[config.mk]
export PLATFORM = sky130hd
export DESIGN_NAME = lfsr_period_monitor_flat
export DESIGN_NICKNAME = d
export VERILOG_FILES = /design/src/rtl/lfsr_period_monitor_pkg.sv /design/src/rtl/lfsr_period_monitor_if.sv /design/src/rtl/lfsr_period_monitor_seen_map.sv /design/src/rtl/lfsr_period_monitor.sv /design/src/flat_wrapper.sv
export SDC_FILE = /design/constraint.sdc
export NUM_CORES = 1
export LEC_CHECK = 0
export ABC_AREA = 1
export CAP_MARGIN = 20
export CORE_MARGIN = 2
export CORE_UTILIZATION = 25
export CTS_CLUSTER_SIZE = 10
export DETAILED_ROUTE_END_ITERATION = 8
export GPL_ROUTABILITY_DRIVEN = 0
export PLACE_DENSITY_LB_ADDON = 0.1
export SETUP_SLACK_MARGIN = 0.4
export SLEW_MARGIN = 10
export SYNTH_ARGS = -nofsm -noshare
export SYNTH_HDL_FRONTEND = slang
export SYNTH_SLANG_ARGS = --single-unit
[constraint.sdc]
create_clock -name clk -period 7.2 [get_ports clk]
set_clock_uncertainty 0.2 [all_clocks]
set_input_delay 1.44 -clock clk [delete_from_list [all_inputs] [get_ports clk]]
set_output_delay 1.44 -clock clk [all_outputs]
set_load 0.02 [all_outputs]
[src/rtl/lfsr_period_monitor_pkg.sv]
// Shared types for the LFSR period monitor: FSM encoding and the expected-period helper.
package lfsr_mon_pkg;

  typedef enum logic [1:0] {
    IDLE = 2'd0,
    SYNC = 2'd1,
    MEAS = 2'd2,
    DONE = 2'd3
  } mon_state_e;

  // A full-length sequence that includes the all-zero state revisits zero every 2**width samples.
  function automatic int EXPECTED_PERIOD(input int width);
    return 1 << width;
  endfunction

endpackage

[src/rtl/lfsr_period_monitor_if.sv]
// Sample stream in, run control in, status/result out for the LFSR period monitor.
interface lfsr_period_monitor_if #(
  parameter int WIDTH = 8
);
  logic             start;
  logic             in_valid;
  logic [WIDTH-1:0] in_data;
  logic             busy;
  logic             done;
  logic             pass;
  logic             err_early;
  logic             err_late;
  logic             err_dup;
  logic [WIDTH:0]   last_period;
  logic [7:0]       periods_seen;

  modport master (
    output start, in_valid, in_data,
    input  busy, done, pass, err_early, err_late, err_dup, last_period, periods_seen
  );

  modport slave (
    input  start, in_valid, in_data,
    output busy, done, pass, err_early, err_late, err_dup, last_period, periods_seen
  );
endinterface

[src/rtl/lfsr_period_monitor_seen_map.sv]
// One bit per possible sample value; reports whether the current value was already seen.
module lfsr_seen_map
  import lfsr_mon_pkg::*;
#(
  parameter int WIDTH = 8
) (
  input  logic             clk,
  input  logic             rst,
  input  logic             clear,
  input  logic             set,
  input  logic [WIDTH-1:0] index,
  output logic             hit
);

  localparam int N = EXPECTED_PERIOD(WIDTH);

  logic [N-1:0] map_q, map_d;

  always_comb begin
    map_d = map_q;
    if (clear)    map_d        = '0;
    else if (set) map_d[index] = 1'b1;
  end

  always_ff @(posedge clk) begin
    if (!rst) map_q <= '0;
    else      map_q <= map_d;
  end

  assign hit = map_q[index];

endmodule

[src/rtl/lfsr_period_monitor.sv]
// On-chip BIST checker: verifies zero recurs exactly every 2**WIDTH accepted samples for PERIODS periods.
// Optional duplicate-value detection within a period is enabled by defining LFSR_MON_DUP_CHECK_EN.
module lfsr_period_monitor
  import lfsr_mon_pkg::*;
#(
  parameter int WIDTH   = 8,
  parameter int PERIODS = 2
) (
  input  logic                 clk,
  input  logic                 rst,
  lfsr_period_monitor_if.slave mon
);

  localparam int             EXP    = EXPECTED_PERIOD(WIDTH);
  localparam logic [WIDTH:0] EXP_W  = (WIDTH+1)'(EXP);
  localparam logic [WIDTH:0] LAST_W = (WIDTH+1)'(EXP - 1);
  localparam logic [WIDTH:0] ONE_W  = (WIDTH+1)'(1);
  localparam logic [7:0]     PER_W  = 8'(PERIODS);

  mon_state_e     state_q, state_d;
  logic [WIDTH:0] cnt_q, cnt_d, cnt_inc;
  logic [WIDTH:0] lp_q, lp_d;
  logic [7:0]     ps_q, ps_d, ps_inc;
  logic           early_q, early_d;
  logic           late_q, late_d;
  logic           dup_q, dup_d;
  logic           pass_q, pass_d;
  logic           done_q, done_d;
  logic           busy_q, busy_d;

  logic acc, is_zero;
  logic map_clr, map_set, map_hit;

  assign acc     = mon.in_valid;
  assign is_zero = (mon.in_data == '0);
  assign cnt_inc = cnt_q + ONE_W;
  assign ps_inc  = ps_q + 8'd1;

  always_comb begin
    state_d = state_q;
    cnt_d   = cnt_q;
    lp_d    = lp_q;
    ps_d    = ps_q;
    early_d = early_q;
    late_d  = late_q;
    dup_d   = dup_q;
    pass_d  = pass_q;
    map_clr = 1'b0;
    map_set = 1'b0;

    unique case (state_q)
      IDLE: begin
        if (mon.start) begin
          state_d = SYNC;
          cnt_d   = '0;
          lp_d    = '0;
          ps_d    = '0;
          early_d = 1'b0;
          late_d  = 1'b0;
          dup_d   = 1'b0;
          pass_d  = 1'b0;
        end
      end
      SYNC: begin
        if (acc) begin
          if (is_zero) begin
            state_d = MEAS;
            cnt_d   = '0;
            map_clr = 1'b1;
          end else begin
            cnt_d = cnt_inc;
            if (cnt_inc == EXP_W) begin
              late_d  = 1'b1;
              state_d = DONE;
            end
          end
        end
      end
      MEAS: begin
        if (acc) begin
          if (is_zero) begin
            lp_d    = cnt_inc;
            ps_d    = ps_inc;
            cnt_d   = '0;
            map_clr = 1'b1;
            if (cnt_inc < EXP_W) begin
              early_d = 1'b1;
              state_d = DONE;
            end else if (ps_inc == PER_W) begin
              state_d = DONE;
            end
          end else if (cnt_q == LAST_W) begin
            // Late takes priority over a duplicate on the same sample.
            late_d  = 1'b1;
            lp_d    = EXP_W;
            state_d = DONE;
          end else if (map_hit) begin
            dup_d   = 1'b1;
            state_d = DONE;
          end else begin
            cnt_d   = cnt_inc;
            map_set = 1'b1;
          end
        end
      end
      DONE: state_d = IDLE;
      default: state_d = IDLE;
    endcase

    // Registered outputs are decoded from the next state so they align with the state register.
    done_d = (state_d == DONE);
    busy_d = (state_d == SYNC) || (state_d == MEAS);
    if (state_d == DONE) pass_d = ~(early_d | late_d | dup_d);
  end

  always_ff @(posedge clk) begin
    if (!rst) begin
      state_q <= IDLE;
      cnt_q   <= '0;
      lp_q    <= '0;
      ps_q    <= '0;
      early_q <= 1'b0;
      late_q  <= 1'b0;
      dup_q   <= 1'b0;
      pass_q  <= 1'b0;
      done_q  <= 1'b0;
      busy_q  <= 1'b0;
    end else begin
      state_q <= state_d;
      cnt_q   <= cnt_d;
      lp_q    <= lp_d;
      ps_q    <= ps_d;
      early_q <= early_d;
      late_q  <= late_d;
      dup_q   <= dup_d;
      pass_q  <= pass_d;
      done_q  <= done_d;
      busy_q  <= busy_d;
    end
  end

`ifdef LFSR_MON_DUP_CHECK_EN
  lfsr_seen_map #(
    .WIDTH (WIDTH)
  ) u_seen_map (
    .clk   (clk),
    .rst   (rst),
    .clear (map_clr),
    .set   (map_set),
    .index (mon.in_data),
    .hit   (map_hit)
  );
`else
  logic unused_map;
  assign unused_map = map_clr ^ map_set;
  assign map_hit    = 1'b0;
`endif

  assign mon.busy         = busy_q;
  assign mon.done         = done_q;
  assign mon.pass         = pass_q;
  assign mon.err_early    = early_q;
  assign mon.err_late     = late_q;
  assign mon.err_dup      = dup_q;
  assign mon.last_period  = lp_q;
  assign mon.periods_seen = ps_q;

endmodule

[src/flat_wrapper.sv]
// flat-port wrapper written by rule: the top's interface ports become plain ports
module lfsr_period_monitor_flat import lfsr_mon_pkg::*;
#(
  parameter int WIDTH   = 8,
  parameter int PERIODS = 2
)
  (clk, rst, mon_start, mon_in_valid, mon_in_data, mon_busy, mon_done, mon_pass, mon_err_early, mon_err_late, mon_err_dup, mon_last_period, mon_periods_seen);
  lfsr_period_monitor_if #(.WIDTH(WIDTH)) mon_i ();
  input  logic clk;
  input  logic rst;
  input wire logic [$bits(mon_i.start)-1:0] mon_start;
  input wire logic [$bits(mon_i.in_valid)-1:0] mon_in_valid;
  input wire logic [$bits(mon_i.in_data)-1:0] mon_in_data;
  output wire logic [$bits(mon_i.busy)-1:0] mon_busy;
  output wire logic [$bits(mon_i.done)-1:0] mon_done;
  output wire logic [$bits(mon_i.pass)-1:0] mon_pass;
  output wire logic [$bits(mon_i.err_early)-1:0] mon_err_early;
  output wire logic [$bits(mon_i.err_late)-1:0] mon_err_late;
  output wire logic [$bits(mon_i.err_dup)-1:0] mon_err_dup;
  output wire logic [$bits(mon_i.last_period)-1:0] mon_last_period;
  output wire logic [$bits(mon_i.periods_seen)-1:0] mon_periods_seen;
  assign mon_i.start = mon_start;
  assign mon_i.in_valid = mon_in_valid;
  assign mon_i.in_data = mon_in_data;
  assign mon_busy = mon_i.busy;
  assign mon_done = mon_i.done;
  assign mon_pass = mon_i.pass;
  assign mon_err_early = mon_i.err_early;
  assign mon_err_late = mon_i.err_late;
  assign mon_err_dup = mon_i.err_dup;
  assign mon_last_period = mon_i.last_period;
  assign mon_periods_seen = mon_i.periods_seen;
  lfsr_period_monitor #(.WIDTH(WIDTH), .PERIODS(PERIODS)) u_core (.clk(clk), .rst(rst), .mon(mon_i));
endmodule
# Word level (Yosys, flattened, before mapping)

Index checks and enable logic that the tools add are counted.

Reduce and logical (&&, ||, !) cells: 11
Eq/ne operators: 15
Multiplexer cells: 43
Bitwise operators: 3
$add $sub $neg: 2
Magnitude comparators: 1

Operators by type and width:

| cell                  | number |
|---|---|
| $mux W9               | 9 |
| $pmux W9 S3           | 1 |
| $mux W8               | 3 |
| $mux W2               | 9 |
| $pmux W9 S2           | 1 |
| $mux W1               | 16 |
| $pmux W8 S2           | 1 |
| $add A9 B1 Y9 const B | 1 |
| $eq A9 B8 Y1 const B  | 1 |
| $eq A9 B9 Y1 const B  | 1 |
| $lt A9 B9 Y1 const B  | 1 |
| $add A8 B1 Y8 const B | 1 |
| $eq A2 B2 Y1 const B  | 4 |
| $eq A8 B2 Y1 const B  | 1 |
| $logic_not A8 Y1      | 1 |
| $pmux W2 S4           | 1 |
| $reduce_and A4 Y1     | 2 |
| $ne A2 B2 Y1 const B  | 3 |
| $reduce_bool A2 Y1    | 3 |
| $reduce_and A5 Y1     | 1 |
| $eq A2 B1 Y1 const B  | 2 |
| $ne A3 B1 Y1 const B  | 1 |
| $ne A3 B2 Y1 const B  | 1 |
| $pmux W1 S3           | 1 |
| 8 further kinds       | 9 |

Input bits: 12
Bits in registers: 34

# Longest topological paths before layout

Gate-level depths: netlist of the first run.

Depth after elaboration: 10
Gate-level depth with buffers: 19
Depth with buffers taken out: 19

# Least setup slack after synthesis of the first run

No wires, ideal clock.

Path kind: input port to flip-flop
Start: input mon_in_data[7]
End: register u_core.pass_q (netlist: u_core.mon.pass)
Cell stages on the path: 15
Data arrival time: 2.752 ns
Setup slack: 4.113 ns
Buffers on the path: 0
Setup time: 0.135 ns
Path through: nor2_1 nand2_1 nor2_4 inv_2 nor3_1 nand2_1 nand2_1 nand3_1 o21ai_2 inv_1 ha_1 nand2_1 nor2_1 nand3_1 a21oi_1

Elaborated cells on any way between the ends: 22

RTL lines:

| item                                | RTL line                                             | RTL |
|---|---|---|
| start: declaration                  | flat_wrapper.sv:13                                   | `input wire logic [$bits(mon_i.in_data)-1:0] mon_in_data;` |
| $logic_not A8 Y1 (*)                | lfsr_period_monitor.sv:35                            | `assign is_zero = (mon.in_data == '0);` |
| $mux W2 (on tied branches)          | lfsr_period_monitor.sv:81, lfsr_period_monitor.sv:66 |  |
| $mux W2 (on tied branches)          | lfsr_period_monitor.sv:80, lfsr_period_monitor.sv:65 |  |
| $pmux W2 S4 (*)                     | lfsr_period_monitor.sv:51                            | `unique case (state_q)` |
| named net u_core.state_d[0]         | lfsr_period_monitor.sv:20                            | `mon_state_e state_q, state_d;` |
| $eq A2 B2 Y1 (*)                    | -                                                    |  |
| named net u_core.done_d             | lfsr_period_monitor.sv:28                            | `logic done_q, done_d;` |
| $reduce_bool A2 Y1 (no source line) | -                                                    |  |
| $reduce_and A2 Y1 (no source line)  | -                                                    |  |
| end signal: assignment              | lfsr_period_monitor.sv:136                           | `pass_q <= pass_d;` |
| end: declaration                    | lfsr_period_monitor.sv:27                            | `logic pass_q, pass_d;` |

The timed path passes the listed nets; every way through them passes the cells marked *.
A chain may end at the register's enable or synchronous reset.

# Worst setup path after layout of the first run

Start: input mon_in_data[5]
End: register u_core.pass_q (netlist: u_core.mon.pass)

Same word-level chain as after synthesis.

==> results of run 1 <==
per-stage QoR:
stage	hold slack, ns	total power (W)	setup WS [ns]
global route	0.306	0.000553	3.53
detailed placement	0.264	0.000312	3.47
floorplan	0.243	0.000278	4.11
CTS	0.279	0.000533	3.77
global placement	0.266	0.000314	3.54
finish	0.271	0.000524	3.78
cell families (layout without fill, tap and decap cells):
| family | after synthesis | in the layout | share of synthesized area |
|---|---|---|---|
| DFF | 34 | 34 | 0.332 |
| and+or+nand+nor | 133 | 133 | 0.323 |
| xor gates and xnor gates | 5 | 5 | 0.0213 |
| adders and majority gates | 10 | 10 | 0.0609 |
| buffers and inverters | 45 | 83 | 0.0914 |
| AOI/OAI and AO/OA | 58 | 58 | 0.172 |
flip-flops by register name, summed over array words and instances (netlist names):
register                 cells
u_core.mon.err_late          1
u_core.cnt_q                 9
u_core.mon.periods_seen      8
u_core.mon.done              1
u_core.mon.pass              1
u_core.mon.busy              1
u_core.mon.err_early         1
u_core.mon.err_dup           1
u_core.mon.last_period       9
u_core.state_q               2
area by class of cell:
| type | instances | share of cell area |
|---|---|---|
| Multi-Input combinational cell | 206 | 0.449 |
| Sequential cell | 34 | 0.258 |
| Timing Repair Buffer | 34 | 0.129 |
| Inverter | 41 | 0.0621 |
| Tap cell | 105 | 0.0498 |
| Clock buffer | 5 | 0.0261 |
| Clock inverter | 3 | 0.0261 |
power groups by stage:
stage	sequential [W]	clock (W)	combinational (W)
4_1_cts	0.000208	0.000225	0.000100
3_5_place_dp	0.000212	0	0.0000996
3_3_place_gp	0.000213	0	0.000102
5_1_grt	0.000210	0.000234	0.000110
2_1_floorplan	0.000219	0	0.0000591
6_report	0.000208	0.000217	0.0000993
tightest hold or removal path, cell delays in order, from the launching register on:
cell and delay [ns]:
dfxtp_1 0.30, inv_1 0.06, a211oi_1 0.06
layout by cell type (no fill, tap or decap), types with 5 or more instances in the layout:
cell	count
nor2_1	25
a211oi_1	7
o21ai_1	6
inv_1	37
a21oi_1	26
clkbuf_8	5
dfxtp_1	34
ha_1	10
nand3_1	14
nand2_1	63
clkdlybuf4s50_1	34
nor2_2	7
o21ai_0	6
per-layer routing:
layer / GRT usage / routed length (um) / vias to the layer above
met3: 0.0255 / 172 / 6
met2: 0.203 / 2420 / 31
met5: 0 / 0 / -
li1: - / - / 1008
met1: 0.168 / 2600 / 857
met4: 0.0447 / 102 / 0
worst max-delay path by stage:
stage	from	end	slack, ns	cells past startpoint
after CTS	mon_in_data[5]	u_core.mon.pass	3.77	16
after floorplan	mon_in_data[7]	u_core.mon.pass	4.11	15
after detailed placement	mon_in_data[5]	u_core.mon.pass	3.47	16
after global routing	mon_in_data[5]	u_core.mon.pass	3.53	16
after global placement	mon_in_data[7]	u_core.mon.pass	3.54	16
final	mon_in_data[5]	u_core.mon.pass	3.78	16
==> results.cfg, run 1 <==
[min_path]
hold_path_end = u_core.cnt_q[8]
hp-class = flip-flop to flip-flop
worstHoldStart = u_core.cnt_q[8]
hold_path_depth = 2

[clocking]
cts_root_buf = clkbuf_8
cts_hold_buffers = 0
clock-sinks = 34
cts_tree = yes
clk_pin_slew_worst_paths_ns = 0.08
htree_levels = 2
clk_path_buf_depth = 2
numCtsBuffers = 5
post_cts.repair.setup_buffers = 0
clock_latency_ns = 0.29
cts_resized = 0

[power]
power_density_mw_per_mm2 = 199
power.ir.vdd_worst_mv = 0.0832
cellLeakagePower_nw = 1.02
share_of_power_burned_in_the_clock_network = 0.414
seqPwrFrac = 0.397
switching_power_w = 0.000149
sw_frac_of_total = 0.284
internal_power_component_w = 0.000375
comb_power_share = 0.189

[route]
vias_after_detailed_routing = 1902
routed_wire_length_per_instance_um = 12.4
vias_per_cell = 4.44
drt-total-wl_mm = 5.30
drt_iter0_drc = 65
antenna_viol_nets_final = 0
detailedRoute.firstPassIterationCount = 4
remaining_drc_errors = 0

[setup_path]
slowest_delay_ns = 0.40
critPathTopFamily = simple AND/OR/NAND/NOR gates
worst_path_max_delay_cell = clkdlybuf4s50_1
worst-r2r-setup-slack_ns = 4.31
timing.reg2reg.worst_path_depth = 18
critical-path-top-cell-by-count = nand2_1
crit_path_max_fanout = 8
worst-endpoint-arrival_ns = 3.35
r2r_end = u_core.mon.pass
setup.worst_path.class = primary input to flip-flop
path_buf_inv = 3
capturing_element_type_of_the_critical_path = flip-flop
critical_path_required_ns = 7.13
crit_chain = clkdlybuf4s50_1, nor2_1, nand2_1, nor2_4, inv_2, nor3_1, nand2_1, nand2_1, nand3_1, o21ai_2, inv_1, ha_1, nand2_1, nor2_1, nand3_1, a21oi_1
rr_startpoint = u_core.cnt_q[0]
cp-start-kind = primary input

[floorplan]
dieWidth_um = 94.6
dieArea_mm2 = 0.00895
placeableCoreArea_mm2 = 0.00809
start_util = 0.254
io-pin-count = 35
chipHeight_um = 94.6
std_cell_rows = 33

[synthesis]
synth_top_cell_by_area = dfxtp_1
asyncSetResetFlopFracSynth = 0
synth_enable_flop_cells = 0
netlist_top_cells_area = dfxtp_1 (33%), nand2_1 (12%), inv_1 (6.8%), a21oi_1 (6.3%), ha_1 (6.1%)
synth_warnings = 0
ys_seq_elements = 34
syn-cell-area_mm2 = 0.00205
post-synth-top-area-fraction = 0.332
synth_common_cells = nand2_1 (63), inv_1 (37), dfxtp_1 (34), a21oi_1 (26), nor2_1 (25)
synthMostInstantiatedCell = nand2_1
avgSynthCellArea_um2 = 7.20
syn_nets = 307
synth_ff_type = dfxtp_1
synthCells = 285
synth_seq_area_share = 0.332
synth.lib_cells_used.distinct = 34

[finish]
syn2layout_area_growth_pct = 28.5
layout.cells.non_filler = 428
combined_flip_flop_and_latch_cell_area_um2 = 681
multiInputGateArea_mm2 = 0.00118
layout.filler_cells = 905
antenna_cells_inserted = 0
utilization = 0.326
layout-drive-gt1-share = 0.127
finish.net_count = 344
design_area_mm2 = 0.00264

[timing]
fmax_mhz = 292
grt_setup_unrepaired = no
max_slew_margin = 0.396
report.final.hold_viol_count = 0
share_of_the_clock_period_used_by_the_worst_path_after_layout = 0.475
final-max-slew-violation-count = 0
final_period_minus_worst_setup_slack_ns = 3.42
setup_total_negative_slack_ns = 0
worst_slew_pin_slew_ns = 0.906
setup_viol = 0

[global_route]
global_route.overflow_total = 0
first_global_vias = 1880
grt_pass1_wl_mm = 8.86
gr-usage-all-layers = 0.126
grt_max_degree = 23
antenna_violations_before_repair = 0

[run]
timing.max_cap.violations = 0

[placement]
post-place-cells = 420
placed_cell_area_mm2 = 0.00250
io_buffers = 34
post-dp-hpwl_mm = 3.95

[run_status]
status = finished clean
Power figures use the tool's default switching activity.
==> inputs of run 2 (changes only) <==
- clock period: 7.2 -> 3 ns (I/O delays scaled with it)
==> results.cfg, run 2 (synthesis results as in run 1) <==
[run_status]
status = finished clean

[global_route]
first_global_vias = 1965
gr-usage-all-layers = 0.134
grt_pass1_wl_mm = 9.41
global_route.overflow_total = 0
grt_max_degree = 23
antenna_violations_before_repair = 0

[finish]
antenna_cells_inserted = 0
finish.net_count = 360
syn2layout_area_growth_pct = 36.1
design_area_mm2 = 0.00279
leading_cell_type_in_the_layout_fill_and_taps_excluded = nand2_1
layout-drive-gt1-share = 0.212
most-common-layout-cells = nand2_1 (61), inv_1 (35), clkdlybuf4s50_1 (34), dfxtp_1 (28)

[power]
power.ir.vdd_worst_mv = 0.172
power_density_mw_per_mm2 = 400
cellLeakagePower_nw = 1.12

[setup_path]
critPathLaunch = u_core.cnt_q[0]
critical_path_required_ns = 3.02
worst-endpoint-arrival_ns = 2.52
cp-start-kind = flip-flop
setup.worst_path.class = flip-flop to flip-flop
rr_startpoint = u_core.cnt_q[0]
crit_path_max_fanout = 3
capturing_element_type_of_the_critical_path = flip-flop

[floorplan]
dieWidth_um = 94.6
start_util = 0.254
placeableCoreArea_mm2 = 0.00809
io-pin-count = 35
std_cell_rows = 33
chipHeight_um = 94.6
dieArea_mm2 = 0.00895

[clocking]
clock_latency_ns = 0.28
cts_root_buf = clkbuf_8
cts_tree = yes
htree_levels = 2
cts_hold_buffers = 0
clock-sinks = 34
clk_path_buf_depth = 2
clk_pin_slew_worst_paths_ns = 0.08
numCtsBuffers = 5

[min_path]
hp-class = flip-flop to flip-flop
worstHoldStart = u_core.mon.err_dup

[timing]
share_of_the_clock_period_used_by_the_worst_path_after_layout = 0.831
finalHoldWorstSlack_ns = 0.272
fmax_mhz = 401
setup_total_negative_slack_ns = 0
worst_slew_pin_slew_ns = 0.376
report.final.hold_viol_count = 0
setup_viol = 0
final-max-slew-violation-count = 0
timing.final.ws_setup_ns = 0.508
max_slew_margin = 0.747
final_period_minus_worst_setup_slack_ns = 2.49
grt_setup_unrepaired = yes

[route]
remaining_drc_errors = 0
detailedRoute.firstPassIterationCount = 4
vias_after_detailed_routing = 1982
drt_iter0_drc = 46
drt-total-wl_mm = 5.54
routed_wire_length_per_instance_um = 12.5
antenna_viol_nets_final = 0
vias_per_cell = 4.46

[run]
timing.max_cap.violations = 0

[placement]
preCtsSetupSlack_ns = 0.129
post-dp-hpwl_mm = 4.00
placed_cell_area_mm2 = 0.00255
io_buffers = 34
-- run 2: changes by cell type in the layout (fill, tap and decap cells not counted), moves of 2 or more --
cell and change:
dfxtp_2 +6, nand2_4 +2, inv_1 -2, ha_1 -3
nor2_2 -2, bufinv_16 -2, dfxtp_1 -6, ha_4 +2
nor2_4 +2, nand2_1 -2, buf_4 +16
-- run 2: area by class of cell --
class / instances / area [um2]
multi-input combinational: 206 / 1250
fill: 889 / 5300
tap: 105 / 131
inverter: 41 / 166
clock inverter: 2 / 12.5
clock buffer: 6 / 82.6
sequential: 34 / 688
timing repair buffer: 50 / 460
-- run 2: final timing paths --
check / end / slack (ns) / depth (start not counted)
setup / recovery: u_core.mon.pass / 0.51 / 19
hold / removal: u_core.mon.err_dup / 0.27 / 2
setup reg to reg: u_core.mon.pass / 0.51 / 19
hold reg to reg: u_core.mon.err_dup / 0.27 / 2
-- run 2: what timing repair did --
action | 4_1_cts | 5_1_grt
setup buffers | 0 | 9
pin swaps | 2 | 9
resized for setup | 8 | 15
setup endpoints to repair | 2 | 3
-- run 2: routing by layer --
metal | track usage | up-vias | routed length (um)
li1 | - | 1044 | -
met1 | 0.171 | 899 | 2660
met2 | 0.225 | 33 | 2640
met3 | 0.0311 | 6 | 176
met4 | 0.0411 | 0 | 75
met5 | 0 | - | 0
-- run 2: critical path, stage by stage, from the launching register on --
cell	delay, ns
dfxtp_2	0.36
ha_4	0.16
buf_4	0.11
nand3_1	0.07
nand2_1	0.07
nand2_1	0.10
nor2_1	0.13
nand2_1	0.10
nor2_4	0.12
nand3_2	0.09
nand2_1	0.07
nand4_1	0.07
nand3_1	0.11
o21ai_2	0.07
inv_1	0.06
ha_2	0.18
nand2_1	0.05
nor2_1	0.08
nand3_1	0.10
a21oi_2	0.14
-- run 2: stage by stage --
step                      cells  power, W   util
after CTS                   435   0.00114  0.330
after global routing        444   0.00119  0.345
after global placement      427  0.000759  0.316
after floorplan             285  0.000666      -
after detailed placement    427  0.000754  0.316
final                       444   0.00112  0.345
-- run 2: where the power goes --
part           internal, W  total [W]  switching [W]
combinational    0.0000960   0.000251       0.000155
clock             0.000185   0.000368       0.000183
sequential        0.000479   0.000500      0.0000203
